### src/rtl/mem_access_ctrl.sv
// Byte/half/word load-store controller in front of a word-wide RAM with
// asynchronous read; sub-word stores are done as read-modify-write.
module mem_access_ctrl #(
    parameter int DATA_WIDTH = 8,
    parameter int ADDR_WIDTH = 12
) (
    input  logic                    i_clk,
    input  logic                    i_rst_n,
    input  logic                    i_req_valid,
    output logic                    o_req_ready,
    input  logic                    i_req_we,
    input  logic [1:0]              i_req_size,
    input  logic                    i_req_unsigned,
    input  logic [ADDR_WIDTH-1:0]   i_req_addr,
    input  logic [4*DATA_WIDTH-1:0] i_req_wdata,
    output logic                    o_rsp_valid,
    output logic                    o_rsp_err,
    output logic [4*DATA_WIDTH-1:0] o_rsp_rdata,
    output logic                    o_mem_we,
    output logic [ADDR_WIDTH-1:0]   o_mem_addr,
    output logic [4*DATA_WIDTH-1:0] o_mem_wdata,
    input  logic [4*DATA_WIDTH-1:0] i_mem_rdata
);
    localparam int DW = DATA_WIDTH;
    localparam int WW = 4 * DATA_WIDTH;

    localparam logic [1:0] SIZE_BYTE = 2'b00;
    localparam logic [1:0] SIZE_HALF = 2'b01;
    localparam logic [1:0] SIZE_WORD = 2'b11;

    typedef enum logic [2:0] {IDLE, LOAD, RMW_RD, WRITE, RESP} state_t;

    state_t                state_reg, state_next;
    logic [1:0]            size_reg;
    logic                  unsigned_reg;
    logic [ADDR_WIDTH-1:0] addr_reg;
    logic [WW-1:0]         word_reg;
    logic                  rsp_err_reg;
    logic [WW-1:0]         rsp_rdata_reg;

    logic                  accept;
    logic                  req_bad;
    logic [DW-1:0]         rd_lane [4];
    logic [DW-1:0]         byte_lane;
    logic [2*DW-1:0]       half_lane;
    logic [WW-1:0]         load_ext;
    logic [WW-1:0]         merged;

    assign accept  = i_req_valid && o_req_ready;
    assign req_bad = (i_req_size == 2'b10)
                  || (i_req_size == SIZE_HALF && i_req_addr[0])
                  || (i_req_size == SIZE_WORD && i_req_addr[1:0] != 2'b00);

    // Split the RAM word into lanes and build the RMW word lane by lane:
    // an addressed lane takes store data, all others keep the RAM contents.
    genvar gi;
    generate
        for (gi = 0; gi < 4; gi++) begin : g_lane
            logic hit_byte;
            logic hit_half;
            assign rd_lane[gi] = i_mem_rdata[gi*DW +: DW];
            assign hit_byte    = (size_reg == SIZE_BYTE) && (addr_reg[1:0] == 2'(gi));
            assign hit_half    = (size_reg == SIZE_HALF) && (addr_reg[1] == 1'(gi / 2));
            assign merged[gi*DW +: DW] = hit_byte ? word_reg[DW-1:0] :
                                         hit_half ? word_reg[(gi % 2)*DW +: DW] :
                                                    rd_lane[gi];
        end
    endgenerate

    always_comb begin
        byte_lane = rd_lane[addr_reg[1:0]];
        half_lane = {rd_lane[{addr_reg[1], 1'b1}], rd_lane[{addr_reg[1], 1'b0}]};
        load_ext  = i_mem_rdata;
        if (size_reg == SIZE_BYTE) begin
            load_ext = unsigned_reg ? {{(3*DW){1'b0}}, byte_lane}
                                    : {{(3*DW){byte_lane[DW-1]}}, byte_lane};
        end else if (size_reg == SIZE_HALF) begin
            load_ext = unsigned_reg ? {{(2*DW){1'b0}}, half_lane}
                                    : {{(2*DW){half_lane[2*DW-1]}}, half_lane};
        end
    end

    always_ff @(posedge i_clk or negedge i_rst_n) begin
        if (!i_rst_n) state_reg <= IDLE;
        else          state_reg <= state_next;
    end

    always_comb begin
        state_next = state_reg;
        case (state_reg)
            IDLE: begin
                if (accept) begin
                    if (req_bad)                      state_next = RESP;
                    else if (!i_req_we)               state_next = LOAD;
                    else if (i_req_size == SIZE_WORD) state_next = WRITE;
                    else                              state_next = RMW_RD;
                end
            end
            LOAD:    state_next = RESP;
            RMW_RD:  state_next = WRITE;
            WRITE:   state_next = RESP;
            RESP:    state_next = IDLE;
            default: state_next = IDLE;
        endcase
    end

    // Response fields only change on the edge that enters RESP, so they hold
    // between responses.
    always_ff @(posedge i_clk or negedge i_rst_n) begin
        if (!i_rst_n) begin
            size_reg      <= '0;
            unsigned_reg  <= 1'b0;
            addr_reg      <= '0;
            word_reg      <= '0;
            rsp_err_reg   <= 1'b0;
            rsp_rdata_reg <= '0;
        end else begin
            if (accept) begin
                size_reg     <= i_req_size;
                unsigned_reg <= i_req_unsigned;
                addr_reg     <= i_req_addr;
                word_reg     <= i_req_wdata;
                if (req_bad) begin
                    rsp_err_reg   <= 1'b1;
                    rsp_rdata_reg <= '0;
                end
            end
            if (state_reg == LOAD) begin
                rsp_err_reg   <= 1'b0;
                rsp_rdata_reg <= load_ext;
            end
            if (state_reg == RMW_RD) begin
                word_reg <= merged;
            end
            if (state_reg == WRITE) begin
                rsp_err_reg   <= 1'b0;
                rsp_rdata_reg <= '0;
            end
        end
    end

    always_comb begin
        o_req_ready = i_rst_n && (state_reg == IDLE);
        o_mem_we    = (state_reg == WRITE);
        o_mem_addr  = '0;
        if (state_reg == LOAD || state_reg == RMW_RD || state_reg == WRITE) begin
            o_mem_addr = {addr_reg[ADDR_WIDTH-1:2], 2'b00};
        end
        o_mem_wdata = (state_reg == WRITE) ? word_reg : '0;
        o_rsp_valid = (state_reg == RESP);
        o_rsp_err   = rsp_err_reg;
        o_rsp_rdata = rsp_rdata_reg;
    end
endmodule

### config.mk
export PLATFORM = sky130hd
export DESIGN_NAME = mem_access_ctrl
export DESIGN_NICKNAME = d
export VERILOG_FILES = /design/src/rtl/mem_access_ctrl.sv
export SDC_FILE = /design/constraint.sdc
export NUM_CORES = 1
export LEC_CHECK = 0
export CAP_MARGIN = 10
export CORE_MARGIN = 2
export CORE_UTILIZATION = 30
export DETAILED_ROUTE_END_ITERATION = 7
export HOLD_SLACK_MARGIN = 0.15
export PLACE_DENSITY = 0.66
export RECOVER_POWER = 50
export SYNTH_ARGS = -nofsm -noshare
export SYNTH_HDL_FRONTEND = slang
export SYNTH_SLANG_ARGS = --single-unit
### constraint.sdc
create_clock -name i_clk -period 2.5 [get_ports i_clk]
set_clock_uncertainty 0.15 [all_clocks]
set_input_delay 0.5 -clock i_clk [delete_from_list [all_inputs] [get_ports i_clk]]
set_output_delay 0.5 -clock i_clk [all_outputs]
set_load 0.01 [all_outputs]
* Word-level counts from Yosys, hierarchy flattened *
Index checks and enable logic that the tools add are counted.
W data, S select, Z words.

word-level totals
  bits of input ports = 83
  word-level logic and storage cells = 94
  flip-flop bits (word level) = 83
  output and inout bits = 80

cells by class
  bitwise gates (word level) = 4
  $lt $le $gt $ge = 3
  multiplexer cells = 38
  equality and inequality tests = 15
  reduce and logical (&&, ||, !) cells = 25

operator list
  kind                  count
  $mux W32              11
  $mux W8               14
  $bmux W8 S2           3
  $mux W12              1
  $logic_and A1 B1 Y1   10
  $ge A3 B3 Y1 const B  3
  $not A2 Y3            3
  $pmux W3 S3           1
  $eq A2 B2 Y1 const B  4
  $eq A2 B1 Y1 const B  3
  $eq A3 B2 Y1 const B  2
  $mux W3               2
  $ne A2 B2 Y1 const B  3
  $reduce_bool A3 Y1    2
  $mux W1               5
  $logic_not A2 Y1      2
  $logic_or A1 B1 Y1    4
  $reduce_and A2 Y1     2
  $reduce_bool A2 Y1    2
  $eq A3 B1 Y1 const B  1
  $eq A3 B3 Y1 const B  1
  $logic_not A3 Y1      1
  $ne A3 B3 Y1 const B  1
  $reduce_and A3 Y1     1
  3 further kinds       3

* Longest topological paths before layout *
  depth in word-level cells = 9
  mapped depth = 7
  gate-level depth less buffers = 4

* Worst setup path before layout *
No wires, ideal clock.

  path kind = reg2out
  start = register state_reg[2]
  end = output port o_mem_wdata[22]
  path buffers = 2
  data required time = 1850 ps
  setup slack = 398 ps
  arrival = 1452 ps
  stages on the path, launching flop included = 6
  path through = dfrtp_1 -> nand2b_1 -> clkbuf_1 -> nor2_1 -> clkbuf_1 -> and2_1

between the ends
  longest elaborated chain between the ends = 2

ends and longest elaborated chain
  what                    line  RTL
  from (decl)             33    state_t state_reg, state_next;
  from (signal assigned)  85    else state_reg <= state_next;
  $eq A3 B2 Y1            -
  net o_mem_we            19    output logic o_mem_we,
  $mux W32                149   o_mem_wdata = (state_reg == WRITE) ? word_reg : '0;
  to (decl)               21    output logic [4*DATA_WIDTH-1:0] o_mem_wdata,

The timed path passes the listed nets, and every way through them passes these cells.

* Worst setup path after layout *
  start = register state_reg[1]
  end = output port o_req_ready

between the ends
  longest elaborated chain between the ends = 2

ends and longest elaborated chain
  what                 line  RTL
  $logic_not A3 Y1     143   o_req_ready = i_rst_n && (state_reg == IDLE);
  $logic_and A1 B1 Y1  143
  to (decl)            10    output logic o_req_ready,

Every way passes these cells.

==> impl_summary.log <==
INFO  metric detail_route.drc_violations = 0
INFO  metric reg2regPathDepth = 6
INFO  metric critPathCapture = o_req_ready
INFO  metric grt_setup_unrepaired = false
INFO  metric worstHoldPathType = reg -> reg
INFO  metric cellPowerDensity = between 1000 and 1500 nW/µm²
INFO  metric num_antenna_cells = 0
INFO  metric pre_cts_ws = 17.0 ps
INFO  metric fin_crit_period = 2470 ps
INFO  metric route.vias.total = between 4,000 and 5,000
INFO  metric max_stage_delay = 590 ps
INFO  metric final_nets = 744
INFO  metric coreArea = about 15,000 µm²
INFO  metric worst_setup_hold_path_clk_slew = 60 ps
INFO  metric crit_arrival = about 1800 ps
INFO  metric critical_path_depth = 3
INFO  metric setup.worst_path.end_class = output pin
INFO  metric cts_tree = built
INFO  metric hpwl = 12.5 mm
INFO  metric setup_viol = 0
INFO  metric fin_setup_tns = 0 ps
INFO  metric cellLeakagePower = between 3 and 4 nW
INFO  metric mean_post_synth_cell_area = roughly 9.3 µm²
INFO  metric globalplace.congestion = 0.913
INFO  metric grt_pass1_wl = 25.7 mm
INFO  metric path_class = reg -> out
INFO  metric worst_r2r_startpoint = state_reg[1]
INFO  metric multi_input_comb_area = around 2400 µm²
INFO  metric synth_area = 4650 µm²
INFO  metric worst-slew-pin-transition = between 1000 and 1500 ps
INFO  metric number_of_global_route_vias_before_repair = roughly 4,600
INFO  metric peakVddDrop = 395 µV
INFO  metric routed_wire_length_per_instance = 19.5 µm
INFO  metric yosysWarningCount = 0
INFO  metric maxCapViolations = 0
INFO  metric outcome = finished clean
INFO  metric path_delay_family = buffers and inverters
INFO  metric top_level_ports = 163
INFO  metric post_drt_via_cell_ratio = ~5.3
INFO  metric cts-hold-fix-buffers = 0
INFO  metric max_h_tree_level = 3
INFO  metric synth_ff_type = sky130_fd_sc_hd__dfrtp_1
INFO  metric clockBufferDepth = 2
INFO  metric flow.area_growth_from_synthesis = 47.0%
INFO  metric timing.critical_path.fanout_max = 4
INFO  metric std_cell_rows = 45
INFO  metric r2r_setup_slack = 70 ps
INFO  metric grt_antenna_before_repair = 0
INFO  metric worstPathCellList = buf_4 -> nor4b_4 -> clkdlybuf4s50_1
INFO  metric count_of_flip_flops_with_a_built_in_enable_after_synthesis = 0
INFO  metric max_freq = between 0.4 and 0.5 GHz
INFO  metric chipWidth = about 130 µm
INFO  metric filler_cell_count = around 1,500
INFO  metric setup.worst_path.start_class = flip-flop
INFO  metric fin_hold_ws = around 320 ps
INFO  metric worst_ep_required_time = ~1900 ps
INFO  metric ant_nets = 0
INFO  metric synthDistinctLibCells = between 40 and 50
INFO  metric worst_slew_margin_rel = 0.230
INFO  metric syn_inst = between 500 and 600
INFO  metric count_of_routing_violations_after_the_opening_detailed_route_iteration = just under 400
INFO  metric report.final.hold_viol_count = 0
INFO  metric routed_wirelength = around 17 mm
INFO  metric crit_buf_inv = 2
INFO  metric ys_seq_area_frac = 0.446
INFO  metric grt_start_max_net_pins = 84
INFO  metric gr-total-overflow = 0
INFO  metric setup_ws = 32.3 ps
INFO  metric critical_path.slowest_cell = sky130_fd_sc_hd__clkdlybuf4s50_1
INFO  metric buffer_ports.inserted = 160
INFO  metric finalMaxSlewViolations = 0
INFO  metric clk_latency = 340 ps
INFO  metric starting_utilization_of_the_core_area = 0.306
INFO  metric hold_depth = 2
INFO  metric drt_pass1_iterations = 7
INFO  metric clock_root_cell = sky130_fd_sc_hd__clkbuf_16
INFO  metric timing.rr.end = o_rsp_rdata[16]
INFO  metric share_of_layout_cells_above_drive_strength_1 = 0.108
INFO  metric synth_seq_cells = 83
INFO  metric grt_use_total = 0.203
INFO  metric numCtsBuffers = 9
INFO  metric min_period_over_period = 0.987
INFO  metric critPathLaunch = state_reg[1]
INFO  metric clkSinkCount = 83
INFO  metric asyncSetResetFlopFracSynth = 1.00
INFO  metric register_area = 2080 µm²
INFO  metric die_h = roughly 130 µm
INFO  metric dieArea = roughly 17,000 µm²
==> worst min-delay path by stage <==
stage              startpoint        endpoint  slack (ps)
6_report          addr_reg[8]     addr_reg[8]         320
5_1_grt        o_rsp_rdata[4]  o_rsp_rdata[4]         350
4_1_cts           addr_reg[3]     addr_reg[3]         330
3_5_place_dp      addr_reg[3]     addr_reg[3]         310
3_3_place_gp     addr_reg[11]    addr_reg[11]         300
2_1_floorplan         i_rst_n     addr_reg[0]          50
==> layer usage <==
metal | track usage | wire length, µm | vias to the layer above
li1 | - | - | 2106
met1 | 0.263 | 7040 | 2204
met2 | 0.322 | 7720 | 185
met3 | 0.0478 | 1240 | 42
met4 | 0.0972 | 637 | 0
met5 | 0 | 0 | -
==> worst register-to-register path: stages (launching register included) <==
cell and delay (ps):
sky130_fd_sc_hd__dfrtp_1 400, sky130_fd_sc_hd__buf_4 170, sky130_fd_sc_hd__nor4b_4 320, sky130_fd_sc_hd__nand2_1 180, sky130_fd_sc_hd__o21a_1 220, sky130_fd_sc_hd__clkbuf_2 380
sky130_fd_sc_hd__a221o_1 500
==> per-stage QoR <==
stage	cell area [µm²]	std cells	utilization	power, mW
after CTS	6850	852	0.450	7.27
final	6840	854	0.450	7.23
after global routing	6840	854	0.450	7.74
after floorplan	4660	502	-	4.42
after detailed placement	6510	833	0.428	5.85
after global placement	6510	833	0.428	5.74
==> layout by cell type, fill, tap and decap left out, types with 11 or more instances in the layout <==
cell / count
sky130_fd_sc_hd__nor2_1: 14
sky130_fd_sc_hd__mux2i_1: 12
sky130_fd_sc_hd__nor2b_1: 11
sky130_fd_sc_hd__and2_1: 44
sky130_fd_sc_hd__clkdlybuf4s50_1: 101
sky130_fd_sc_hd__a21oi_1: 14
sky130_fd_sc_hd__a22oi_1: 17
sky130_fd_sc_hd__a221o_1: 16
sky130_fd_sc_hd__nand2_1: 94
sky130_fd_sc_hd__o21ai_1: 15
sky130_fd_sc_hd__buf_4: 25
sky130_fd_sc_hd__dlygate4sd2_1: 39
sky130_fd_sc_hd__dfrtp_1: 81
sky130_fd_sc_hd__dlygate4sd3_1: 19
sky130_fd_sc_hd__mux2_2: 13
sky130_fd_sc_hd__o21ai_0: 13
==> final cells by class <==
| class | instances | area share |
|---|---|---|
| sequential | 83 | 0.304 |
| timing repair buffer | 191 | 0.264 |
| clock buffer | 9 | 0.0329 |
| multi-input combinational | 372 | 0.351 |
| inverter | 4 | 0.00219 |
| clock inverter | 7 | 0.0112 |
| tap | 188 | 0.0344 |
==> cells in the mapped netlist (all sizes together) (5+ instances only) <==
master   n  area [µm²]
a211o   10        87.6
a211oi   8        60.1
a21oi   15        86.3
a221o   16         160
a22oi   17         128
and2    45         282
and3     8        50.1
buf     17         106
clkbuf  27         101
dfrtp   83        2080
mux2    20         225
mux2i   12         120
nand2   94         353
nand2b   5        31.3
nand3   10        50.1
nor2    17        63.8
nor2b   11        68.8
nor3b    6        45.0
o211ai   8        60.1
o21ai   28         140
o31ai    8        60.1
==> repair_timing <==
item,in CTS,in global routing
setup endpoints to repair,44,5
setup buffers,2,1
pin swaps,0,1
cloned,1,1
resized for setup,47,2
==> report_power, final <==
group	internal (mW)	switching, mW	total, mW
Clock	0.779	0.568	1.35
Sequential	1.92	0.496	2.42
Combinational	1.64	1.83	3.47
==> kinds of logic (layout without fill, tap and decap cells) <==
group,count (synthesis),count (layout),share of synthesized area
and+or+nand+nor,210,211,0.230
AOI/OAI and AO/OA,126,126,0.197
other,1,2,0.000806
muxes,33,33,0.0790
DFF,83,83,0.446
buffers and inverters,48,211,0.0478
No activity file was read; power rests on OpenSTA's default activity.
==> RTL change 1, RTL diff (config.mk and constraints unchanged) <==
Set the parameter `DATA_WIDTH` to 7 (it was 8).
--- a/src/rtl/mem_access_ctrl.sv
+++ b/src/rtl/mem_access_ctrl.sv
@@ -3,3 +3,3 @@
 module mem_access_ctrl #(
-    parameter int DATA_WIDTH = 8,
+    parameter int DATA_WIDTH = 7,
     parameter int ADDR_WIDTH = 12
Ports: changed (resized i_mem_rdata, i_req_wdata, o_mem_wdata and o_rsp_rdata); port bits go from 163 to 147. The function was not compared with the original's and may differ.
==> RTL change 1 against the unedited design <==
- final area is 8.3% lower
- wire length shrank 13%
- sequential cell count decreased by 8
- sequential share of layout area is 0.43 points lower
- final cell count down 11%
- count of clock-buffer cells in the layout rose by 1
- power is 8.1% lower
- critical path depth grew 3
- area after synthesis down 9.7%
- worst setup slack gained 28 ps
==> RTL change 1: results (changes against the unedited design) <==
critical path fanouts, max 15 (+11); Setup WS pre-CTS -3.38 ps (-20.3 ps); DR pass1 iterations 4 (-3); Rel. slew slack 0.751% (-22 points); R2R Setup Slk 180 ps (+110 ps); wire per inst 19.0 um (-2.4%); Synth top cells by count 75 x dfrtp_1, 58 x nand2_1, 40 x and2_1; leakage power 0.00296 uW (-6.5%); vias in the first global route 3834 (-17%); Synth cell types 48 (+2.1%); clock transition at the registers of the reported paths 60 ps (about the same); Switching Fraction 38.3% (-1.8 points); worst reg2reg path depth 5 (-1); hold path endpoint addr_reg[5]$_DFFE_PN0P_; Met1 Wirelength 6220 um (-12%); sequential fraction of the synthesis area 44.6% (about the same); number of buffers inserted by port buffering 144 (-10%); largest net degree at the start of global routing 59 (-30%); Main synth FF type dfrtp_1; CTS root buf clkbuf_16; met3 WL 992 um (-20%); hold crit path type register to register; reg-to-reg critical path startpoint state_reg[0]$_DFFE_PN0P_; CTS buffer count 9 (unchanged); Hold WS 320 ps (+0.129 ps); status completed; reg2reg end o_rsp_rdata[16]$_DFFE_PN0P_; top cells by area, synth dfrtp_1 45%, and2_1 6.0%, a221o_1 5.5%; share of cells above drive strength 1 14.6% (+3.8 points); initial antenna violation count 0 (unchanged); CP arrival 1790 ps (-30 ps); deepest clock path buffer count 2 (unchanged); DR WL met2 6960 um (-9.8%); Max Used Layer met4; CTS HTree Levels 3 (unchanged); dpl hpwl 10900 um (-13%); Iteration-0 DRC Markers 349 (-11%); VDD IR-drop max 0.367 mV (-7.2%); #FFs+latches synth 75 (-9.6%); fin crit share 97.6% (-1.1 points); Worst Hold Depth 2 (unchanged); ant diodes 0 (unchanged); dpl cell area 5960 um^2 (-8.5%); Hold Crit Start addr_reg[5]$_DFFE_PN0P_; total of warnings raised by yosys 0 (unchanged); via-per-instance ratio 5.02 (-5.6%); first-pass GRT wire length 22100 um (-14%); Async S/R FF share, synth 100% (unchanged); GPL Wtd Cong 0.940 (+3.0%); GRT Util Overall 19.7% (-0.63 points); Clock Latency Late Sink 340 ps (about the same); Post-layout nets 654 (-12%)
RTL change 1: cell types whose count changed in the layout (fill, tap and decap cells not counted), moves of 6 or more:
cell and change:
a221o_1 +7, o31ai_1 -8, dfrtp_1 -9, nor2_1 +13, and3_1 -8, mux2i_1 +11
nand2_1 -36, a22o_1 +8, a22oi_1 -9, o21ai_1 -11, a211o_1 -9, dlygate4sd2_1 -15
dlygate4sd3_1 -6, nor2b_1 -10
RTL change 1: how the worst max path moves through the flow:
stage                                   from                     endpoint  cells after the start
detailed placement           i_mem_rdata[27]  o_rsp_rdata[15]$_DFFE_PN0P_                      6
global route        state_reg[2]$_DFFE_PN0P_              o_mem_wdata[13]                      6
floorplan           state_reg[2]$_DFFE_PN0P_              o_mem_wdata[10]                      6
global placement             i_mem_rdata[27]  o_rsp_rdata[24]$_DFFE_PN0P_                      6
CTS                 state_reg[2]$_DFFE_PN0P_               o_mem_wdata[6]                      7
finish              state_reg[2]$_DFFE_PN0P_              o_mem_wdata[13]                      6
RTL change 1: metrics by stage:
step	std cells	power, uW
detailed placement	741	5420
finish	763	6650
floorplan	422	4060
global placement	741	5320
CTS	762	6780
global route	763	7080
RTL change 1: power by group through the flow:
stage	logic (uW)	clock network [uW]	registers, uW
5_1_grt	3450	1340	2280
2_1_floorplan	1960	0	2100
6_report	3160	1280	2210
3_5_place_dp	3200	0	2220
3_3_place_gp	3120	0	2200
4_1_cts	3270	1290	2210
RTL change 1: area by class of cell:
cell class              instances  area [um^2]
well taps                     180          225
multi-input cells             306         2160
inverters                       7         26.3
fillers                      1338         7500
clock buffers                  10          229
clock inverters                 5         55.1
repair buffers                180         1700
flip-flops and latches         75         1880
RTL change 1: what timing repair did:
| action | CTS | global route |
|---|---|---|
| resized for setup | 43 | 9 |
| endpoints found under the setup margin | 39 | 8 |
| gates cloned | 1 | 0 |
| pin swaps | 0 | 1 |
| hold endpoints to repair | 17 | 0 |
| hold buffers | 1 | 0 |
| setup buffers | 4 | 1 |
RTL change 1: routing by layer:
metal,track usage (%),vias up
met5,0,-
met3,3.72,22
met2,32.3,145
met4,7.26,0
li1,-,1820
met1,25.8,1840
RTL change 1: worst max-delay path, cell delays in order (launching register included):
cell and delay, ps:
dfrtp_2 450, nand2b_4 160, nor2_4 150, buf_4 140, buf_12 120, and2_1 130
dlygate4sd2_1 290
RTL change 1: cells by family after synthesis:
| kind of cell | synth area share, % |
|---|---|
| buffers and inverters | 4.58 |
| AND/OR/NAND/NOR | 19.0 |
| flip-flops | 44.6 |
| multiplexers | 14.0 |
| AO/OA/AOI/OAI | 17.7 |
| other | 0.0892 |
==> RTL change 2, RTL diff (config.mk and constraints unchanged) <==
Without the edit above. Re-encode `state_t` (5 states) as one-hot, 5 bits wide.
--- a/src/rtl/mem_access_ctrl.sv
+++ b/src/rtl/mem_access_ctrl.sv
@@ -30,3 +30,3 @@
 
-    typedef enum logic [2:0] {IDLE, LOAD, RMW_RD, WRITE, RESP} state_t;
+    typedef enum logic [4:0] {IDLE = 5'b00001, LOAD = 5'b00010, RMW_RD = 5'b00100, WRITE = 5'b01000, RESP = 5'b10000} state_t;
 
Formal check against the unedited RTL: same outputs for any inputs over 10 cycles, from zero or initial values and one cycle with i_rst_n low; not proved beyond that.
==> RTL change 2 against the unedited design <==
- the flow now finishes with violations (negative setup slack)
- maximum frequency shrank 9.1%
- utilization grew 2.3 points
- first-iteration DRC count shrank 1.8%
- final area grew 9.5%
- global-route usage grew 0.14 points
- sequential cell count grew 2
- worst setup slack lost 250 ps
- area after synthesis grew 4.2%
- wire length grew 9.7%
- register-to-register slack lost 240 ps
- critical endpoint is now o_mem_wdata[27]
- highest routed layer unchanged
Power is not compared: it rests on default switching activity, and its combinational part moved more than twofold at a synthesized area within 25%.
==> RTL change 2: results (changes against the unedited design) <==
Synth Area in Compound Gates 21.1% (+1.5 points); Post-layout nets 771 (+3.6%); failing checks negative setup slack; final cell count without fillers 908 (+6.3%); fin crit share 109% (+9.9 points); status complete, but fails checks; sequential fraction of the synthesis area 43.9% (-0.75 points); CTS HTree Levels 3 (unchanged); Worst Setup Slack, final -216 ps (-248 ps); top cells by area, synth dfrtp_1 43%, a22o_1 5.1%, mux2_2 4.9%; largest net degree at the start of global routing 86 (+2.4%); CP arrival 2070 ps (+250 ps); Synth top cells by count 84 x dfrtp_1, 52 x nand2_1, 34 x and2_1; dpl hpwl 12500 um (+0.43%); critical path fanouts, max 5 (+1); R2R Setup Slk -170 ps (-240 ps); via-per-instance ratio 5.37 (+1.1%); wire per inst 20.1 um (+3.2%); dpl cell area 6820 um^2 (+4.6%); post-synthesis mux area share 10.1% (+2.2 points); cell count after placement 871 (+4.6%); Synth Area in XOR/XNOR 0% (unchanged); Setup WS pre-CTS -563 ps (-580 ps); vias in the first global route 4790 (+3.3%); Syn Inst Count 501 (unchanged); CTS root buf clkbuf_16; clock transition at the registers of the reported paths 70 ps; deepest clock path buffer count 2 (unchanged); DR pass1 iterations 5 (-2); first-pass GRT wire length 27500 um (+6.9%); share of cells above drive strength 1 26.4% (+16 points); Iteration-0 DRC Markers 385 (-1.8%); GPL Wtd Cong 0.863 (-5.5%); Worst-Margin Slew 981 ps (-174 ps); Final setup viols 113 (+113); GRT Util Overall 20.4% (+0.14 points)
-- RTL change 2: changes by cell type after synthesis, moves of 10 or more --
cell      change
a211o_1      -10
a22o_1       +28
and2_1       -11
nand2_1      -42
nand2b_1     +18
o21ai_0      +13
o21ai_1      -11
o22ai_1      +15
-- RTL change 2: layout make-up --
cell class                      instances  area, um^2
Clock inverter                          4        55.1
Fill cell                            1481        8340
Tap cell                              216         270
Sequential cell                        85        2130
Timing Repair Buffer                  214        2130
Inverter                                7        26.3
Clock buffer                           11         243
Multi-Input combinational cell        371        2640
-- RTL change 2: timing repair --
item                                    in CTS  in global routing
resized for setup                          192                 73
pin swaps                                    6                 13
cloned                                       3                  3
endpoints found under the setup margin      45                 44
setup buffers                                8                  7
-- RTL change 2: power by group --
part	internal, uW	total [uW]	switching (uW)
Combinational	715	1460	740
Sequential	1620	1830	207
Clock	805	1410	600
-- RTL change 2: final timing paths --
kind,depth (start not counted),start,endpoint
max,7,state_reg[0]$_DFFE_PN1P_,o_mem_wdata[27]
min in group asynchronous,2,i_rst_n,o_rsp_rdata[15]$_DFFE_PN0P_
min,1,o_rsp_rdata[21]$_DFFE_PN0P_,o_rsp_rdata[21]$_DFFE_PN0P_
max in group asynchronous,3,i_rst_n,word_reg[5]$_DFFE_PN0P_
min reg2reg,1,o_rsp_rdata[21]$_DFFE_PN0P_,o_rsp_rdata[21]$_DFFE_PN0P_
max reg2reg,8,state_reg[3]$_DFFE_PN0P_,word_reg[12]$_DFFE_PN0P_
-- RTL change 2: cells by family after synthesis --
kind of cell | Yosys count
muxes | 40
DFF | 85
AOI/OAI and AO/OA | 146
buffers and inverters | 47
other | 1
and+or+nand+nor | 182
-- RTL change 2: metal layers --
layer	GRT usage (%)	vias to the layer above	share of wire, %
li1	-	2201	-
met1	26.8	2402	43
met2	32.0	238	46
met3	5.52	37	7.7
met4	8.45	0	3.1
met5	0	-	0
-- RTL change 2: critical path: stages (launching register included) --
cell	delay, ps
dfstp_2	380
or3_4	420
nor3b_4	280
buf_6	190
buf_12	130
buf_6	90
and2_4	130
buf_6	90
-- RTL change 2: stage by stage --
step	hold WS (ps)	TNS (ps)	utilization (%)
3_5_place_dp	338	-13790	43.1
4_1_cts	353	-6140	45.9
5_1_grt	375	-22040	47.3
2_1_floorplan	54.4	0	-
3_3_place_gp	336	-10490	43.1
6_report	349	-14280	47.3
